<file path="src/rtl/tlul_host_arb_pkg.sv">
// Shared types for the Ibex two-host TL-UL arbiter: host tags, grant FSM states,
// a minimal TL-UL channel pair and the outstanding-counter width helper.
package tlul_host_arb_pkg;

    localparam int unsigned TlAiw = 8;
    localparam int unsigned TlAw  = 32;
    localparam int unsigned TlDw  = 32;

    localparam int unsigned MaxOutstandingDefault = 2;

    typedef enum logic {
        HostInstr = 1'b0,
        HostData  = 1'b1
    } host_e;

    typedef enum logic {
        ArbIdle,
        ArbLocked
    } arb_state_e;

    typedef struct packed {
        logic              a_valid;
        logic [2:0]        a_opcode;
        logic [2:0]        a_param;
        logic [1:0]        a_size;
        logic [TlAiw-1:0]  a_source;
        logic [TlAw-1:0]   a_address;
        logic [TlDw/8-1:0] a_mask;
        logic [TlDw-1:0]   a_data;
        logic              d_ready;
    } tl_h2d_t;

    typedef struct packed {
        logic             d_valid;
        logic [2:0]       d_opcode;
        logic [2:0]       d_param;
        logic [1:0]       d_size;
        logic [TlAiw-1:0] d_source;
        logic             d_sink;
        logic [TlDw-1:0]  d_data;
        logic             d_error;
        logic             a_ready;
    } tl_d2h_t;

    function automatic int unsigned cnt_w(input int unsigned max_out);
        return $clog2(max_out + 1);
    endfunction

    localparam int unsigned CntWDefault = cnt_w(MaxOutstandingDefault);

endpackage

</file>
<file path="src/rtl/tlul_host_arb_cnt.sv">
// Per-host outstanding-transaction counter; simultaneous inc and dec leave it unchanged.
module tlul_host_arb_cnt
    import tlul_host_arb_pkg::*;
#(
    parameter int unsigned MaxOutstanding = MaxOutstandingDefault,
    parameter int unsigned CntW           = cnt_w(MaxOutstanding)
) (
    input  logic clk_i,
    input  logic rst_ni,
    input  logic inc_i,
    input  logic dec_i,
    output logic full_o,
    output logic empty_o
);

    logic [CntW-1:0] cnt_d, cnt_q;

    always_comb begin
        cnt_d = cnt_q;
        unique case ({inc_i, dec_i})
            2'b10:   cnt_d = cnt_q + 1'b1;
            2'b01:   cnt_d = cnt_q - 1'b1;
            default: cnt_d = cnt_q;
        endcase
    end

    always_ff @(posedge clk_i or negedge rst_ni) begin
        if (!rst_ni) begin
            cnt_q <= '0;
        end else begin
            cnt_q <= cnt_d;
        end
    end

    assign full_o  = (cnt_q == CntW'(MaxOutstanding));
    assign empty_o = (cnt_q == '0);

endmodule

</file>
<file path="src/rtl/tlul_ibex_host_arb.sv">
// Merges the Ibex instruction and data TL-UL hosts onto one host port, tagging the source MSB.
// Define TLUL_HOST_ARB_RR_EN for round-robin arbitration; default is fixed priority data > instr.
module tlul_ibex_host_arb
    import tlul_host_arb_pkg::*;
#(
    parameter int unsigned MaxOutstanding = MaxOutstandingDefault,
    parameter int unsigned SrcTagBit      = TlAiw - 1
) (
    input  logic    clk_i,
    input  logic    rst_ni,
    input  tl_h2d_t tl_ih_i,
    output tl_d2h_t tl_ih_o,
    input  tl_h2d_t tl_dh_i,
    output tl_d2h_t tl_dh_o,
    output tl_h2d_t tl_h_o,
    input  tl_d2h_t tl_h_i,
    output logic    idle_o,
    output logic    err_o
);

    logic       full_i, full_d, empty_i, empty_d;
    logic       elig_i, elig_d;
    host_e      gnt_host;
    logic       gnt_valid;
    logic       a_hs;
    tl_h2d_t    req;
    arb_state_e state_d, state_q;
    host_e      lock_host_d, lock_host_q;
    host_e      d_host;
    logic       d_matched;
    logic       d_hs_i, d_hs_d;
    logic       err_d, err_q;
    tl_d2h_t    d_rsp;

    assign elig_i = tl_ih_i.a_valid & ~full_i;
    assign elig_d = tl_dh_i.a_valid & ~full_d;

`ifdef TLUL_HOST_ARB_RR_EN
    host_e rr_ptr_d, rr_ptr_q;

    assign rr_ptr_d = a_hs ? ((gnt_host == HostData) ? HostInstr : HostData) : rr_ptr_q;

    always_ff @(posedge clk_i or negedge rst_ni) begin
        if (!rst_ni) begin
            rr_ptr_q <= HostInstr;
        end else begin
            rr_ptr_q <= rr_ptr_d;
        end
    end
`endif

    // A locked grant keeps the A channel stable until the fabric accepts it.
    always_comb begin
        gnt_host = HostInstr;
        if (state_q == ArbLocked) begin
            gnt_host = lock_host_q;
        end else begin
`ifdef TLUL_HOST_ARB_RR_EN
            if (elig_i && elig_d) begin
                gnt_host = rr_ptr_q;
            end else if (elig_d) begin
                gnt_host = HostData;
            end else begin
                gnt_host = HostInstr;
            end
`else
            gnt_host = elig_d ? HostData : HostInstr;
`endif
        end
        gnt_valid = (gnt_host == HostData) ? elig_d : elig_i;
    end

    assign req  = (gnt_host == HostData) ? tl_dh_i : tl_ih_i;
    assign a_hs = gnt_valid & tl_h_i.a_ready;

    always_comb begin
        state_d     = state_q;
        lock_host_d = lock_host_q;
        unique case (state_q)
            ArbIdle: begin
                if (gnt_valid && !tl_h_i.a_ready) begin
                    state_d     = ArbLocked;
                    lock_host_d = gnt_host;
                end
            end
            ArbLocked: begin
                if (a_hs || !gnt_valid) begin
                    state_d = ArbIdle;
                end
            end
            default: state_d = ArbIdle;
        endcase
    end

    always_ff @(posedge clk_i or negedge rst_ni) begin
        if (!rst_ni) begin
            state_q     <= ArbIdle;
            lock_host_q <= HostInstr;
            err_q       <= 1'b0;
        end else begin
            state_q     <= state_d;
            lock_host_q <= lock_host_d;
            err_q       <= err_d;
        end
    end

    // D routing: a beat tagged for a host with nothing in flight is sunk and flagged.
    assign d_host    = tl_h_i.d_source[SrcTagBit] ? HostData : HostInstr;
    assign d_matched = (d_host == HostData) ? ~empty_d : ~empty_i;
    assign d_hs_i    = tl_h_i.d_valid & d_matched & (d_host == HostInstr) & tl_ih_i.d_ready;
    assign d_hs_d    = tl_h_i.d_valid & d_matched & (d_host == HostData) & tl_dh_i.d_ready;

    always_comb begin
        d_rsp                     = tl_h_i;
        d_rsp.d_source[SrcTagBit] = 1'b0;
        d_rsp.a_ready             = 1'b0;
        d_rsp.d_valid             = 1'b0;

        tl_ih_o         = d_rsp;
        tl_ih_o.d_valid = rst_ni & tl_h_i.d_valid & d_matched & (d_host == HostInstr);
        tl_ih_o.a_ready = rst_ni & a_hs & (gnt_host == HostInstr);

        tl_dh_o         = d_rsp;
        tl_dh_o.d_valid = rst_ni & tl_h_i.d_valid & d_matched & (d_host == HostData);
        tl_dh_o.a_ready = rst_ni & a_hs & (gnt_host == HostData);

        tl_h_o                     = req;
        tl_h_o.a_source[SrcTagBit] = gnt_host;
        tl_h_o.a_valid             = rst_ni & gnt_valid;
        if (!d_matched) begin
            tl_h_o.d_ready = rst_ni;
        end else if (d_host == HostData) begin
            tl_h_o.d_ready = rst_ni & tl_dh_i.d_ready;
        end else begin
            tl_h_o.d_ready = rst_ni & tl_ih_i.d_ready;
        end
    end

    assign err_d = err_q | (tl_h_i.d_valid & ~d_matched) | (a_hs & req.a_source[SrcTagBit]);

    tlul_host_arb_cnt #(
        .MaxOutstanding(MaxOutstanding)
    ) u_cnt_instr (
        .clk_i  (clk_i),
        .rst_ni (rst_ni),
        .inc_i  (a_hs & (gnt_host == HostInstr)),
        .dec_i  (d_hs_i),
        .full_o (full_i),
        .empty_o(empty_i)
    );

    tlul_host_arb_cnt #(
        .MaxOutstanding(MaxOutstanding)
    ) u_cnt_data (
        .clk_i  (clk_i),
        .rst_ni (rst_ni),
        .inc_i  (a_hs & (gnt_host == HostData)),
        .dec_i  (d_hs_d),
        .full_o (full_d),
        .empty_o(empty_d)
    );

    assign idle_o = empty_i & empty_d;
    assign err_o  = err_q;

endmodule

</file>
<file path="config.mk">
export PLATFORM = sky130hd
export DESIGN_NAME = tlul_ibex_host_arb
export DESIGN_NICKNAME = d
export VERILOG_FILES = /design/src/rtl/tlul_host_arb_pkg.sv /design/src/rtl/tlul_host_arb_cnt.sv /design/src/rtl/tlul_ibex_host_arb.sv
export SDC_FILE = /design/constraint.sdc
export NUM_CORES = 1
export LEC_CHECK = 0
export CAP_MARGIN = 20
export CORE_AREA = 4 4 159 161
export DETAILED_ROUTE_END_ITERATION = 16
export DIE_AREA = 0 0 163 165
export SLEW_MARGIN = 20
export SYNTH_ARGS = -nofsm -noshare
export SYNTH_HDL_FRONTEND = slang
export SYNTH_HIERARCHICAL = 1
export SYNTH_SLANG_ARGS = --single-unit
</file>
<file path="constraint.sdc">
create_clock -name clk_i -period 5.5 [get_ports clk_i]
set_clock_uncertainty 0.1 [all_clocks]
set_input_delay 1.1 -clock clk_i [delete_from_list [all_inputs] [get_ports clk_i]]
set_output_delay 1.1 -clock clk_i [all_outputs]
set_load 0.02 [all_outputs]
</file>
==> impl_metrics.env <==
export IMPL_drive_above_1_share_pct=22.41
export IMPL_synthTopCellsByArea="buf_4, mux2_4, mux2_2, dfrtp_1, buf_12"
export IMPL_min_path_type="flop to flop"
export IMPL_place_ws_ns=1.213
export IMPL_first_pass_iters=4
export IMPL_num_antenna_cells=0
export IMPL_start_util_pct=10.30
export IMPL_crit_arrival_ns=3.06
export IMPL_synth_top_area_share_pct=30.71
export IMPL_fmax_mhz=234.9
export IMPL_cts_buffer_depth=2
export IMPL_grt_max_degree=50
export IMPL_hold_path_depth=2
export IMPL_yosysSeqAreaShare_pct=7.096
export IMPL_fillers=2688
export IMPL_hpwl_um=8987
export IMPL_h_tree_depth=1
export IMPL_slowest_delay_ns=0.57
export IMPL_min_period_ns=4.256
export IMPL_syn_area_per_cell_um2=9.835
export IMPL_grt_usage_pct=6.604
export IMPL_min_from="err_o$_DFF_PN0_"
export IMPL_power_mw=1.528
export IMPL_clock_latency_ns=0.23
export IMPL_wl_per_cell_um=13.71
export IMPL_rows=57
export IMPL_place_area_um2=4723
export IMPL_vdd_drop_max_mv=0.2120
export IMPL_drc=0
export IMPL_layout_nets=644
export IMPL_crit_type="primary input to output port"
export IMPL_synth_top_area_cell="buf_4"
export IMPL_cp_required_ns=4.30
export IMPL_layout_cells_non_filler=739
export IMPL_setup_ws_ns=1.244
export IMPL_cts_setup_buffers=0
export IMPL_final_cell_area_um2=4802
export IMPL_ys_warn_count=6
export IMPL_synth_seq_cells=7
export IMPL_cts_buffers=3
export IMPL_via_count=2322
export IMPL_die_h_um=165
export IMPL_wirelength_um=10140
export IMPL_setup_violations_final=0
export IMPL_power_density_nw_per_um2=318.2
export IMPL_tritoncts="yes"
export IMPL_synth_edf_count=0
export IMPL_io_pins=418
export IMPL_path_cells="clkdlybuf4s50_1 -> nand2b_4 -> o21a_4 -> buf_12 -> mux2_2 -> clkdlybuf4s50_1"
export IMPL_ctsResizeCount=0
export IMPL_fp_coreArea_um2=23960
export IMPL_grt_pass1_vias=2605
export IMPL_yosysUniqueCellTypes=28
export IMPL_async_flop_share_pct=100.0
export IMPL_die_x_um=163
export IMPL_worstReg2RegStart="u_cnt_data/cnt_q[0]$_DFFE_PN0P_"
export IMPL_slew_viol_final=0
export IMPL_synth_area_um2=2469
export IMPL_yosysMostFrequentCell="buf_4"
export IMPL_timing_rr_end="u_cnt_instr/cnt_q[1]$_DFFE_PN0P_"
export IMPL_antenna_found_initial=0
export IMPL_slowest_stage="clkdlybuf4s50_1"
export IMPL_place_inst=735
export IMPL_yosys_top_cells_count="buf_4, mux2_2, mux2_4"
export IMPL_min_to="err_o$_DFF_PN0_"
export IMPL_gp_congestion=0.6888
export IMPL_rr_worst_depth=9
export IMPL_clk_pin_slew_ns=0.03
export IMPL_holdBufCountCts=0
export IMPL_syn2layout_area_growth_pct=94.53
export IMPL_clock_sinks=7
export IMPL_path_common_cell="clkdlybuf4s50_1"
export IMPL_rsz0062_at_grt="no"
export IMPL_crit_path_start_kind="primary input"
export IMPL_vias_per_cell=3.142
export IMPL_clockRootBuffer="clkbuf_16"
export IMPL_finalHoldViolCount=0
export IMPL_die_area_um2=26900
export IMPL_netlist_instances=251
export IMPL_fin_crit_sh_pct=77.39
export IMPL_setup_tns_ns=0
export IMPL_crit_path_end_kind="output port"
export IMPL_grt_ovfl_total=0
export IMPL_grt_pass1_wl_um=13860
export IMPL_drtIter0Drc=23
export IMPL_leakage_nw=1.875
export IMPL_status="completed"
export IMPL_max_cap_violations=0
export IMPL_synth_main_ff_cell="dfrtp_1"
export IMPL_io_buffers=268
export IMPL_reg2reg_slack_ns=3.23
export IMPL_ant_nets=0
export IMPL_cp_max_fo=49
[sequential cells by signal, indices dropped and copies added (netlist names)]
name	count
u_cnt_data/cnt_q	2
lock_host_q	1
err_o	1
u_cnt_instr/cnt_q	2
state_q	1
[how the worst max path moves through the flow]
stage,startpoint,end,slack (ns),depth (start not counted)
2_1_floorplan,tl_dh_i[85],tl_h_o[43],2.26,6
3_3_place_gp,tl_dh_i[85],tl_h_o[19],1.23,6
3_5_place_dp,tl_dh_i[85],tl_h_o[19],1.21,6
4_1_cts,tl_dh_i[85],tl_h_o[19],1.21,6
5_1_grt,tl_dh_i[85],tl_h_o[19],1.16,6
6_report,tl_dh_i[85],tl_h_o[19],1.24,6
[layout make-up]
type / count / area (um^2) / area share [%]
clock buffer: 4 / 78.83 / 1.641
inverter: 6 / 22.52 / 0.4690
multi-input combinational: 128 / 1398 / 29.10
sequential: 7 / 175.2 / 3.648
tap: 324 / 405.4 / 8.442
timing repair buffer: 270 / 2723 / 56.70
[logic make-up (layout without fill, tap and decap cells)]
| family | Yosys count | in the layout | share of synthesized area, % |
|---|---|---|---|
| other | 1 | 2 | 0.1519 |
| AOI/OAI and AO/OA | 8 | 8 | 2.230 |
| adders and majority gates | 2 | 2 | 1.014 |
| and+or+nand+nor | 25 | 25 | 5.981 |
| DFF | 7 | 7 | 7.096 |
| muxes | 85 | 85 | 44.65 |
| buffers and inverters | 117 | 280 | 36.75 |
| xor gates and xnor gates | 6 | 6 | 2.129 |
[power breakdown]
group          switching, mW  total, mW  internal (mW)
Clock                 0.0252      0.121         0.0962
Sequential            0.0223     0.0959         0.0736
Combinational          0.561       1.31          0.750
[metal layers]
layer | track usage [%] | share of wire [%]
met1 | 6.240 | 32
met4 | 1.563 | 1.4
met3 | 4.243 | 17
met5 | 0 | 0
met2 | 12.00 | 50
[per-stage QoR]
stage / util, % / hold slack [ns]
2_1_floorplan: - / 0.3576
3_3_place_gp: 19.71 / 0.3566
3_5_place_dp: 19.71 / 0.3649
6_report: 20.04 / 0.3695
4_1_cts: 20.04 / 0.3722
5_1_grt: 20.04 / 0.4033
[worst max-delay path, delay by kind of cell]
kind / cells / cell delay (ns)
compound gates: 1 / 0.15
buf+inv: 3 / 1.29
simple gates: 1 / 0.10
mux: 1 / 0.37
[placed cells by master (no fill, tap or decap), types with 2 or more instances in the layout]
master	n
a21oi_1	2
and2_1	3
and2b_2	2
and3_1	6
buf_12	2
clkbuf_16	3
clkdlybuf4s50_1	268
conb_1	2
dfrtp_1	7
ha_1	2
inv_1	6
mux2_2	45
mux2_4	39
nor2_1	7
nor2b_1	3
o31ai_1	3
xnor2_1	4
xor2_1	2
Power figures use the tool's default switching activity.
